File: src/rtl/uart_rx_pkg.sv
// Shared constants for the UART receive frame controller: state encoding,
// legal prescale ratios and counter widths.
package uart_rx_pkg;

    localparam int unsigned DATA_W_DFLT  = 8;
    localparam int unsigned PRESC_W_DFLT = 6;

    localparam int unsigned STATE_W = 3;
    localparam int unsigned EDGE_W  = 5;
    localparam int unsigned BIT_W   = 4;
    localparam int unsigned PR_W    = 6;

    localparam int unsigned PRESC_8  = 8;
    localparam int unsigned PRESC_16 = 16;
    localparam int unsigned PRESC_32 = 32;

    localparam logic [2:0] IDLE   = 3'd0;
    localparam logic [2:0] START  = 3'd1;
    localparam logic [2:0] DATA   = 3'd2;
    localparam logic [2:0] PARITY = 3'd3;
    localparam logic [2:0] STOP   = 3'd4;
    localparam logic [2:0] DONE   = 3'd5;

endpackage

File: src/rtl/uart_rx_edge_bit_cnt.sv
// Oversampling edge counter and frame bit counter; flags the last edge of
// every bit for the latched prescale ratio.
module uart_rx_edge_bit_cnt
    import uart_rx_pkg::*;
(
    input  logic              clk,
    input  logic              rest,
    input  logic              en_i,
    input  logic              clr_i,
    input  logic [PR_W-1:0]   pr_i,
    output logic [EDGE_W-1:0] edge_cnt_o,
    output logic [BIT_W-1:0]  bit_cnt_o,
    output logic              last_edge_o
);

    logic [EDGE_W-1:0] edge_cnt_q, edge_cnt_d;
    logic [BIT_W-1:0]  bit_cnt_q, bit_cnt_d;
    logic              last_edge_c;

    assign last_edge_c = en_i && (edge_cnt_q == EDGE_W'(pr_i - PR_W'(1)));

    always_comb begin
        edge_cnt_d = edge_cnt_q;
        bit_cnt_d  = bit_cnt_q;
        if (clr_i) begin
            edge_cnt_d = '0;
            bit_cnt_d  = '0;
        end else if (en_i) begin
            if (last_edge_c) begin
                edge_cnt_d = '0;
                bit_cnt_d  = bit_cnt_q + BIT_W'(1);
            end else begin
                edge_cnt_d = edge_cnt_q + EDGE_W'(1);
            end
        end
    end

    always_ff @(posedge clk) begin
        if (rest) begin
            edge_cnt_q <= '0;
            bit_cnt_q  <= '0;
        end else begin
            edge_cnt_q <= edge_cnt_d;
            bit_cnt_q  <= bit_cnt_d;
        end
    end

    assign edge_cnt_o  = edge_cnt_q;
    assign bit_cnt_o   = bit_cnt_q;
    assign last_edge_o = last_edge_c;

endmodule

File: src/rtl/uart_rx_ctrl.sv
// UART receive frame controller: start detection, bit timing, parity and
// stop checking, and the one-cycle data_valid strobe for clean frames.
module uart_rx_ctrl
    import uart_rx_pkg::*;
#(
    parameter int unsigned DATA_W  = DATA_W_DFLT,
    parameter int unsigned PRESC_W = PRESC_W_DFLT
) (
    input  logic               clk,
    input  logic               rest,
    input  logic               rx_in,
    input  logic [PRESC_W-1:0] prescale,
    input  logic               par_en,
    input  logic               par_typ,
    input  logic               sampled_bit,
    output logic [EDGE_W-1:0]  edge_cnt,
    output logic [BIT_W-1:0]   bit_cnt,
    output logic               dat_samp_en,
    output logic               deslz_en,
    output logic               par_err,
    output logic               stp_err,
    output logic               data_valid
);

    logic [STATE_W-1:0] state_q, state_d;
    logic [PR_W-1:0]    pr_q, pr_d, pr_sel_c;
    logic               acc_q, acc_d;
    logic               par_err_q, par_err_d;
    logic               stp_err_q, stp_err_d;
    logic               dv_q, dv_d;
    logic               last_edge_c;
    logic               cnt_clr_c;
    logic [BIT_W-1:0]   bit_cnt_w;

    // Illegal ratios fall back to 8x oversampling.
    always_comb begin
        pr_sel_c = PR_W'(PRESC_8);
        if (prescale == PRESC_W'(PRESC_16)) begin
            pr_sel_c = PR_W'(PRESC_16);
        end else if (prescale == PRESC_W'(PRESC_32)) begin
            pr_sel_c = PR_W'(PRESC_32);
        end
    end

    assign dat_samp_en = (state_q == START) || (state_q == DATA) ||
                         (state_q == PARITY) || (state_q == STOP);
    assign cnt_clr_c   = (state_q == IDLE) || (state_q == DONE);
    assign deslz_en    = (state_q == DATA) && last_edge_c;

    uart_rx_edge_bit_cnt u_cnt (
        .clk         (clk),
        .rest        (rest),
        .en_i        (dat_samp_en),
        .clr_i       (cnt_clr_c),
        .pr_i        (pr_q),
        .edge_cnt_o  (edge_cnt),
        .bit_cnt_o   (bit_cnt_w),
        .last_edge_o (last_edge_c)
    );

    assign bit_cnt = bit_cnt_w;

    always_comb begin
        state_d   = state_q;
        pr_d      = pr_q;
        acc_d     = acc_q;
        par_err_d = par_err_q;
        stp_err_d = stp_err_q;
        dv_d      = 1'b0;
        case (state_q)
            IDLE: begin
                if (!rx_in) begin
                    state_d   = START;
                    pr_d      = pr_sel_c;
                    par_err_d = 1'b0;
                    stp_err_d = 1'b0;
                end
            end
            START: begin
                if (last_edge_c) begin
                    state_d = sampled_bit ? IDLE : DATA;
                end
            end
            DATA: begin
                if (last_edge_c) begin
                    acc_d = acc_q ^ sampled_bit;
                    if (bit_cnt_w == BIT_W'(DATA_W)) begin
                        state_d = par_en ? PARITY : STOP;
                    end
                end
            end
            PARITY: begin
                if (last_edge_c) begin
                    par_err_d = ((acc_q ^ par_typ) != sampled_bit);
                    state_d   = STOP;
                end
            end
            STOP: begin
                if (last_edge_c) begin
                    stp_err_d = ~sampled_bit;
                    dv_d      = sampled_bit & ~par_err_q;
                    state_d   = DONE;
                end
            end
            DONE: begin
                // A low line here is the next frame's start bit.
                acc_d = 1'b0;
                if (!rx_in) begin
                    state_d   = START;
                    par_err_d = 1'b0;
                    stp_err_d = 1'b0;
                end else begin
                    state_d = IDLE;
                end
            end
            default: state_d = IDLE;
        endcase
    end

    always_ff @(posedge clk) begin
        if (rest) begin
            state_q   <= IDLE;
            pr_q      <= PR_W'(PRESC_8);
            acc_q     <= 1'b0;
            par_err_q <= 1'b0;
            stp_err_q <= 1'b0;
            dv_q      <= 1'b0;
        end else begin
            state_q   <= state_d;
            pr_q      <= pr_d;
            acc_q     <= acc_d;
            par_err_q <= par_err_d;
            stp_err_q <= stp_err_d;
            dv_q      <= dv_d;
        end
    end

    assign par_err    = par_err_q;
    assign stp_err    = stp_err_q;
    assign data_valid = dv_q;

endmodule
File: config.mk
export PLATFORM = sky130hd
export DESIGN_NAME = uart_rx_ctrl
export DESIGN_NICKNAME = d
export VERILOG_FILES = /design/src/rtl/uart_rx_pkg.sv /design/src/rtl/uart_rx_edge_bit_cnt.sv /design/src/rtl/uart_rx_ctrl.sv
export SDC_FILE = /design/constraint.sdc
export NUM_CORES = 1
export LEC_CHECK = 0
export ABC_AREA = 1
export CORE_MARGIN = 10
export CORE_UTILIZATION = 30
export DETAILED_ROUTE_END_ITERATION = 7
export GPL_ROUTABILITY_DRIVEN = 0
export PLACE_DENSITY_LB_ADDON = 0.05
export SLEW_MARGIN = 20
export SYNTH_ARGS = -nofsm -noshare
export SYNTH_HDL_FRONTEND = slang
export SYNTH_SLANG_ARGS = --single-unit
File: constraint.sdc
create_clock -name clk -period 1.4 [get_ports clk]
set_input_delay 0.28 -clock clk [delete_from_list [all_inputs] [get_ports clk]]
set_output_delay 0.28 -clock clk [all_outputs]
set_load 0.01 [all_outputs]
==> flow_summary_export.csv, run 1 <==
group,metric,value,unit
sta,timing.final.crit_share,114,%
floorplanning,core-area,3420,um^2
finish,drive_gt1_share,49.0,%
sta,tightest_slew,0.266,ns
floorplanning,io_pins,26,
sta,whs,0.493,ns
critical_path,end_kind,"output port",
logic_synthesis,synth.avg_cell_area,6.56,um^2
floorplanning,die_w,80.1,um
sta,worst_slack,-0.196,ns
critical_path,worstSetupStartpointType,"flop",
grt,antenna_found_initial,0,
grt,grt_pass1_wl,5400,um
critical_path,path_cells,"nor2_4 > nand2_2 > nand2_4 > nand3_4 > nor2_4 > buf_6",
power,power.leakage,0.942,nW
logic_synthesis,synth_cells,165,
clocking,cts_max_level,1,
logic_synthesis,yosys.area.top_type,"dfxtp_1",
sta,drv_slew,0,
critical_path,critical_path_required,1.12,ns
placed_design,hpwl,2490,um
route,route.detailed.drc,0,
finish,nets,255,
sta,finalSetupViolCount,14,
route,vias,1300,
floorplanning,start_util,31.7,%
power,power.total,3.32,mW
power,power_density,1660,nW/um^2
finish,post-route-util,58.6,%
logic_synthesis,syn_nets,180,
logic_synthesis,async_flop_share,0,%
clocking,clock_latency,0.31,ns
critical_path,reg2reg_depth,10,
sta,finalHoldViolCount,0,
logic_synthesis,yosys_most_used_dff,"dfxtp_1",
route,viasPerCell,4.56,
sta,tns,-1.02,ns
sta,rsz0062_at_grt,"true",
status,status,"complete, but fails checks",
sta,min_period,1.60,ns
finish,instances_no_fill,285,
route,wirelength,3320,um
grt,grtUsageTotal,10.4,%
finish,area_growth,85.0,%
logic_synthesis,yosysSeqAreaShare,33.3,%
route,route.detailed.wl_per_inst,11.6,um
placed_design,placed_area,1660,um^2
critical_path,critical_path_class,"reg2out",
clocking,clockBufferDepth,2,
logic_synthesis,ys_ff_latch,18,
floorplanning,num_rows,21,
critical_path,cp_common_cell,"nor2_4",
clocking,postCtsHoldBufs,0,
clocking,path_clk_slew,0.12,ns
logic_synthesis,synth_commonest_cells,"nand2_1 (37), inv_1 (26), nor2_1 (19)",
clocking,root_buffer,"clkbuf_4",
grt,grt_pass1_vias,1211,
clocking,cts_tree,"yes",
sta,max_freq,627,MHz
clocking,numClockSinks,18,
critical_path,r2r_slack,-0.10,ns
logic_synthesis,yosysUniqueCellTypes,28,
grt,grt-ovfl-total,0,
route,drtAntennaViolNets,0,
logic_synthesis,synth_top_area_share,33.3,%
logic_synthesis,ys_warn_count,0,
critical_path,regToRegEndpoint,"state_q[2]",
finish,design_area,2000,um^2
sta,clock_skew,0.00425,ns
power,ir_drop,1.21,mV
logic_synthesis,yosys-top-cells-area,"dfxtp_1 (33%), nand2_1 (13%), inv_1 (9.0%)",
placed_design,dp.cells,271,
critical_path,cp_max_fo,3,
placed_design,pre_cts_ws,-0.378,ns
job,cap_violations,0,
floorplanning,die_h,80.1,um
route,firstDrtPassIters,4,
critical_path,cp_slowest_stage_delay,0.36,ns
logic_synthesis,syn_area,1080,um^2
grt,grt_max_degree,11,
min_path,min_path_type,"reg2reg",
critical_path,endpoint,"deslz_en",
critical_path,r2r_start,"state_q[1]",
critical_path,startpoint,"state_q[1]",
logic_synthesis,synth_edf_count,0,
sta,relSlewSlack,82.1,%
finish,diodes,0,
status,violations,"setup timing",
placed_design,port_buffers,25,
clocking,numCtsBuffers,3,
critical_path,worstPathArrival,1.32,ns
floorplanning,die-area,6410,um^2
route,drt_iter0_drc,30,
critical_path,cpMaxStageDelayCell,"dfxtp_2",
logic_synthesis,yosysMostFrequentCell,"nand2_1",
## layout by cell type (no fill, tap or decap), drive strengths merged, types with 2 or more instances in the layout
master and count:
dlygate4sd2 10, nand2 41, a211oi 2, clkdlybuf4s15 2, a21oi 15, ha 3
nor4 2, buf 49, o21ai 7, dfxtp 18, nor2 23, nor3 5
inv 28, nand3 11, clkdlybuf4s50 11, clkbuf 4
## kinds of logic (layout without fill, tap and decap cells)
kind of cell	count (synthesis)	count (layout)	share of synthesized area (%)
and+or+nand+nor	86	86	37.1
buffers and inverters	30	104	11.2
AOI/OAI and AO/OA	26	26	13.3
DFF	18	18	33.3
adders and majority gates	3	3	3.47
xor gates and xnor gates	2	2	1.62
## layout make-up
cell class              count  area, um^2
repair buffers             72         624
flip-flops and latches     18         375
fillers                   343        1410
multi-input cells         117         793
well taps                  46        57.6
clock buffers               4        36.3
inverters                  28         115
## critical path: cells and delay by family (launching register included)
kind          cells  cell delay [ns]
simple gates      5             0.54
flops             1             0.36
buf+inv           1             0.11
## sequential cells by signal, summed over array words and instances, names as in the netlist
name and flops:
data_valid 1, stp_err 1, pr_q 2, u_cnt.edge_cnt_o 5, par_err 1, acc_q 1
state_q 3, u_cnt.bit_cnt_o 4
## routing by layer
metal  global-route usage (%)  wire length [um]  up-vias
met3                     3.56               142        7
met4                     2.99                44        0
met5                        0                 0        -
li1                         -                 -      678
met1                     11.6              1390      600
met2                     18.1              1740       15
## power by group
group,internal [mW],leakage (nW),switching [mW]
sequential,0.619,0.150,0.0997
combinational,1.08,0.770,1.17
clock,0.159,0.0210,0.188
total,1.86,0.942,1.46
## how the worst min path moves through the flow
stage	from	end	slack, ns	cells after the start
final	u_cnt.bit_cnt_o[3]	u_cnt.bit_cnt_o[3]	0.49	2
after global routing	stp_err	stp_err	0.51	2
after CTS	par_err	data_valid	0.47	1
after detailed placement	par_err	data_valid	0.46	1
after global placement	par_err	data_valid	0.45	1
after floorplan	rest	par_err	0.35	1
## timing repair
item	CTS	global route
pin swaps	8	26
buffers inserted	4	8
resized for setup	43	59
setup endpoints to repair	28	21
(Power assumes the default switching activity.)
==> inputs of run 2 (changes only) <==
Settings changed: CORE_UTILIZATION 30 to 44, REMOVE_ABC_BUFFERS from default to 1.
==> run 2 against run 1 <==
The flow still finishes with violations (setup timing); sequential cell count unchanged; utilization up 28 points; clock skew barely moved; setup slack lost 0.041 ns; highest routed layer unchanged; register-to-register slack lost 0.14 ns; critical path type is now reg2reg; first-iteration DRC count rose to 3.7 times the previous value; hold slack got worse by 0.026 ns; largest cell class unchanged.
==> flow_summary_export.csv, run 2 (synthesis gave the netlist of run 1 again) <==
group,metric,value,unit
power,ir_drop,1.33,mV
grt,grt-ovfl-total,0,
route,firstDrtPassIters,4,
critical_path,critical_path_required,1.64,ns
route,wirelength,3940,um
sta,timing.final.crit_share,117,%
floorplanning,die_h,69.6,um
finish,largest_reg_flops,5,
finish,fillers,129,
critical_path,worstSetupStartpointType,"flop",
power,p_comb_share,69.8,%
sta,drv_slew,0,
power,power_density,1760,nW/um^2
sta,relSlewSlack,79.7,%
route,route.detailed.wl_per_inst,14.8,um
power,p_switching,1.60,mW
placed_design,port_buffers,25,
grt,grt_pass1_wl,5720,um
sta,finalSetupViolCount,15,
power,power.leakage,0.934,nW
power,clkPwrFrac,9.8,%
clocking,root_buffer,"clkbuf_4",
route,drtAntennaViolNets,0,
finish,nets,254,
clocking,path_clk_slew,0.11,ns
grt,grt_pass1_vias,1303,
finish,area_growth,81.6,%
clocking,clock_latency,0.31,ns
status,status,"complete, but fails checks",
floorplanning,die_w,69.6,um
grt,grt_max_degree,11,
power,switching_share,46.2,%
route,route.detailed.drc,0,
floorplanning,io_pins,26,
clocking,numClockSinks,18,
floorplanning,die-area,4840,um^2
placed_design,hpwl,2490,um
finish,diodes,0,
sta,finalHoldViolCount,0,
sta,tns,-2.08,ns
finish,post-route-util,86.4,%
clocking,cts_max_level,1,
grt,grtUsageTotal,13.8,%
critical_path,worstPathArrival,1.88,ns
floorplanning,start_util,47.6,%
sta,max_freq,611,MHz
clocking,cts_tree,"yes",
critical_path,cp_max_fo,7,
finish,drive_gt1_share,50.8,%
critical_path,critical_path_class,"reg2reg",
finish,final_cell_mix,"buf_4 (41), nand2_1 (22), inv_1 (20)",
clocking,clockBufferDepth,2,
power,p_int,1.87,mW
finish,final_common_cell,"buf_4",
critical_path,end_kind,"flop",
route,drt_iter0_drc,111,
power,power.total,3.46,mW
status,violations,"setup timing",
grt,antenna_found_initial,0,
clocking,numCtsBuffers,3,
sta,min_period,1.64,ns
floorplanning,core-area,2280,um^2
sta,worst_slack,-0.237,ns
floorplanning,num_rows,17,
min_path,min_path_type,"reg2reg",
route,vias,1375,
job,cap_violations,0,
sta,tightest_slew,0.302,ns
sta,clock_skew,0.00400,ns
route,viasPerCell,5.17,
sta,rsz0062_at_grt,"true",
power,p_seq_share,20.4,%
[run 2: cell count changes in the layout (fill, tap and decap cells not counted), sizes merged]
cell / delta
dlygate4sd2: +2
buf: -1
clkdlybuf4s15: -2
[run 2: per-stage QoR]
step / instances / setup WS, ns / instance area, um^2 / hold WS, ns
final: 266 / -0.237 / 1970 / 0.467
after global routing: 266 / -0.338 / 1970 / 0.486
after CTS: 259 / -0.200 / 1770 / 0.466
after detailed placement: 253 / -0.436 / 1630 / 0.451
after global placement: 253 / -0.404 / 1630 / 0.444
after floorplan: 163 / -0.184 / 1070 / 0.349
[run 2: metal layers]
metal	global-route usage, %	vias to the layer above	share of wire (%)
li1	-	676	-
met1	15.1	631	39
met2	24.9	56	52
met3	3.00	12	6.1
met4	5.54	0	3.0
met5	0	-	0
[run 2: final timing paths]
check	from	to	slack (ns)	cells past startpoint
setup / recovery	u_cnt.edge_cnt_o[1]	state_q[0]	-0.24	9
hold / removal	par_err	data_valid	0.47	1
setup reg to reg	u_cnt.edge_cnt_o[1]	state_q[0]	-0.24	9
hold reg to reg	par_err	data_valid	0.47	1
[run 2: worst max-delay path, cell delays in order (launching register included)]
cell     delay, ns
dfxtp_2       0.37
ha_4          0.15
nand2_4       0.06
nor2_4        0.14
nand3_4       0.10
buf_4         0.15
buf_8         0.14
a21oi_4       0.19
nand3_2       0.12
a21oi_2       0.15
[run 2: power groups by stage]
| stage | Clock (mW) | Sequential (mW) | Combinational [mW] |
|---|---|---|---|
| 2_1_floorplan | 0 | 0.703 | 0.892 |
| 3_3_place_gp | 0 | 0.671 | 1.62 |
| 3_5_place_dp | 0 | 0.675 | 1.67 |
| 4_1_cts | 0.337 | 0.703 | 1.89 |
| 5_1_grt | 0.361 | 0.715 | 2.60 |
| 6_report | 0.339 | 0.707 | 2.42 |
[run 2: final cells by class]
| cell class | instances | area (um^2) | share of cell area [%] |
|---|---|---|---|
| multi-input cells | 117 | 801 | 40.7 |
| repair buffers | 71 | 606 | 30.8 |
| flip-flops and latches | 18 | 375 | 19.1 |
| inverters | 28 | 113 | 5.73 |
| clock buffers | 4 | 36.3 | 1.85 |
| well taps | 28 | 35.0 | 1.78 |
[run 2: what timing repair did]
item                                   CTS  global route
buffers inserted                         2             7
hold buffers                             0             0
gates cloned                             0             0
pin swaps                               10            20
endpoints found under the hold margin    0             0
resized for setup                       58            46
setup endpoints to repair               29            20
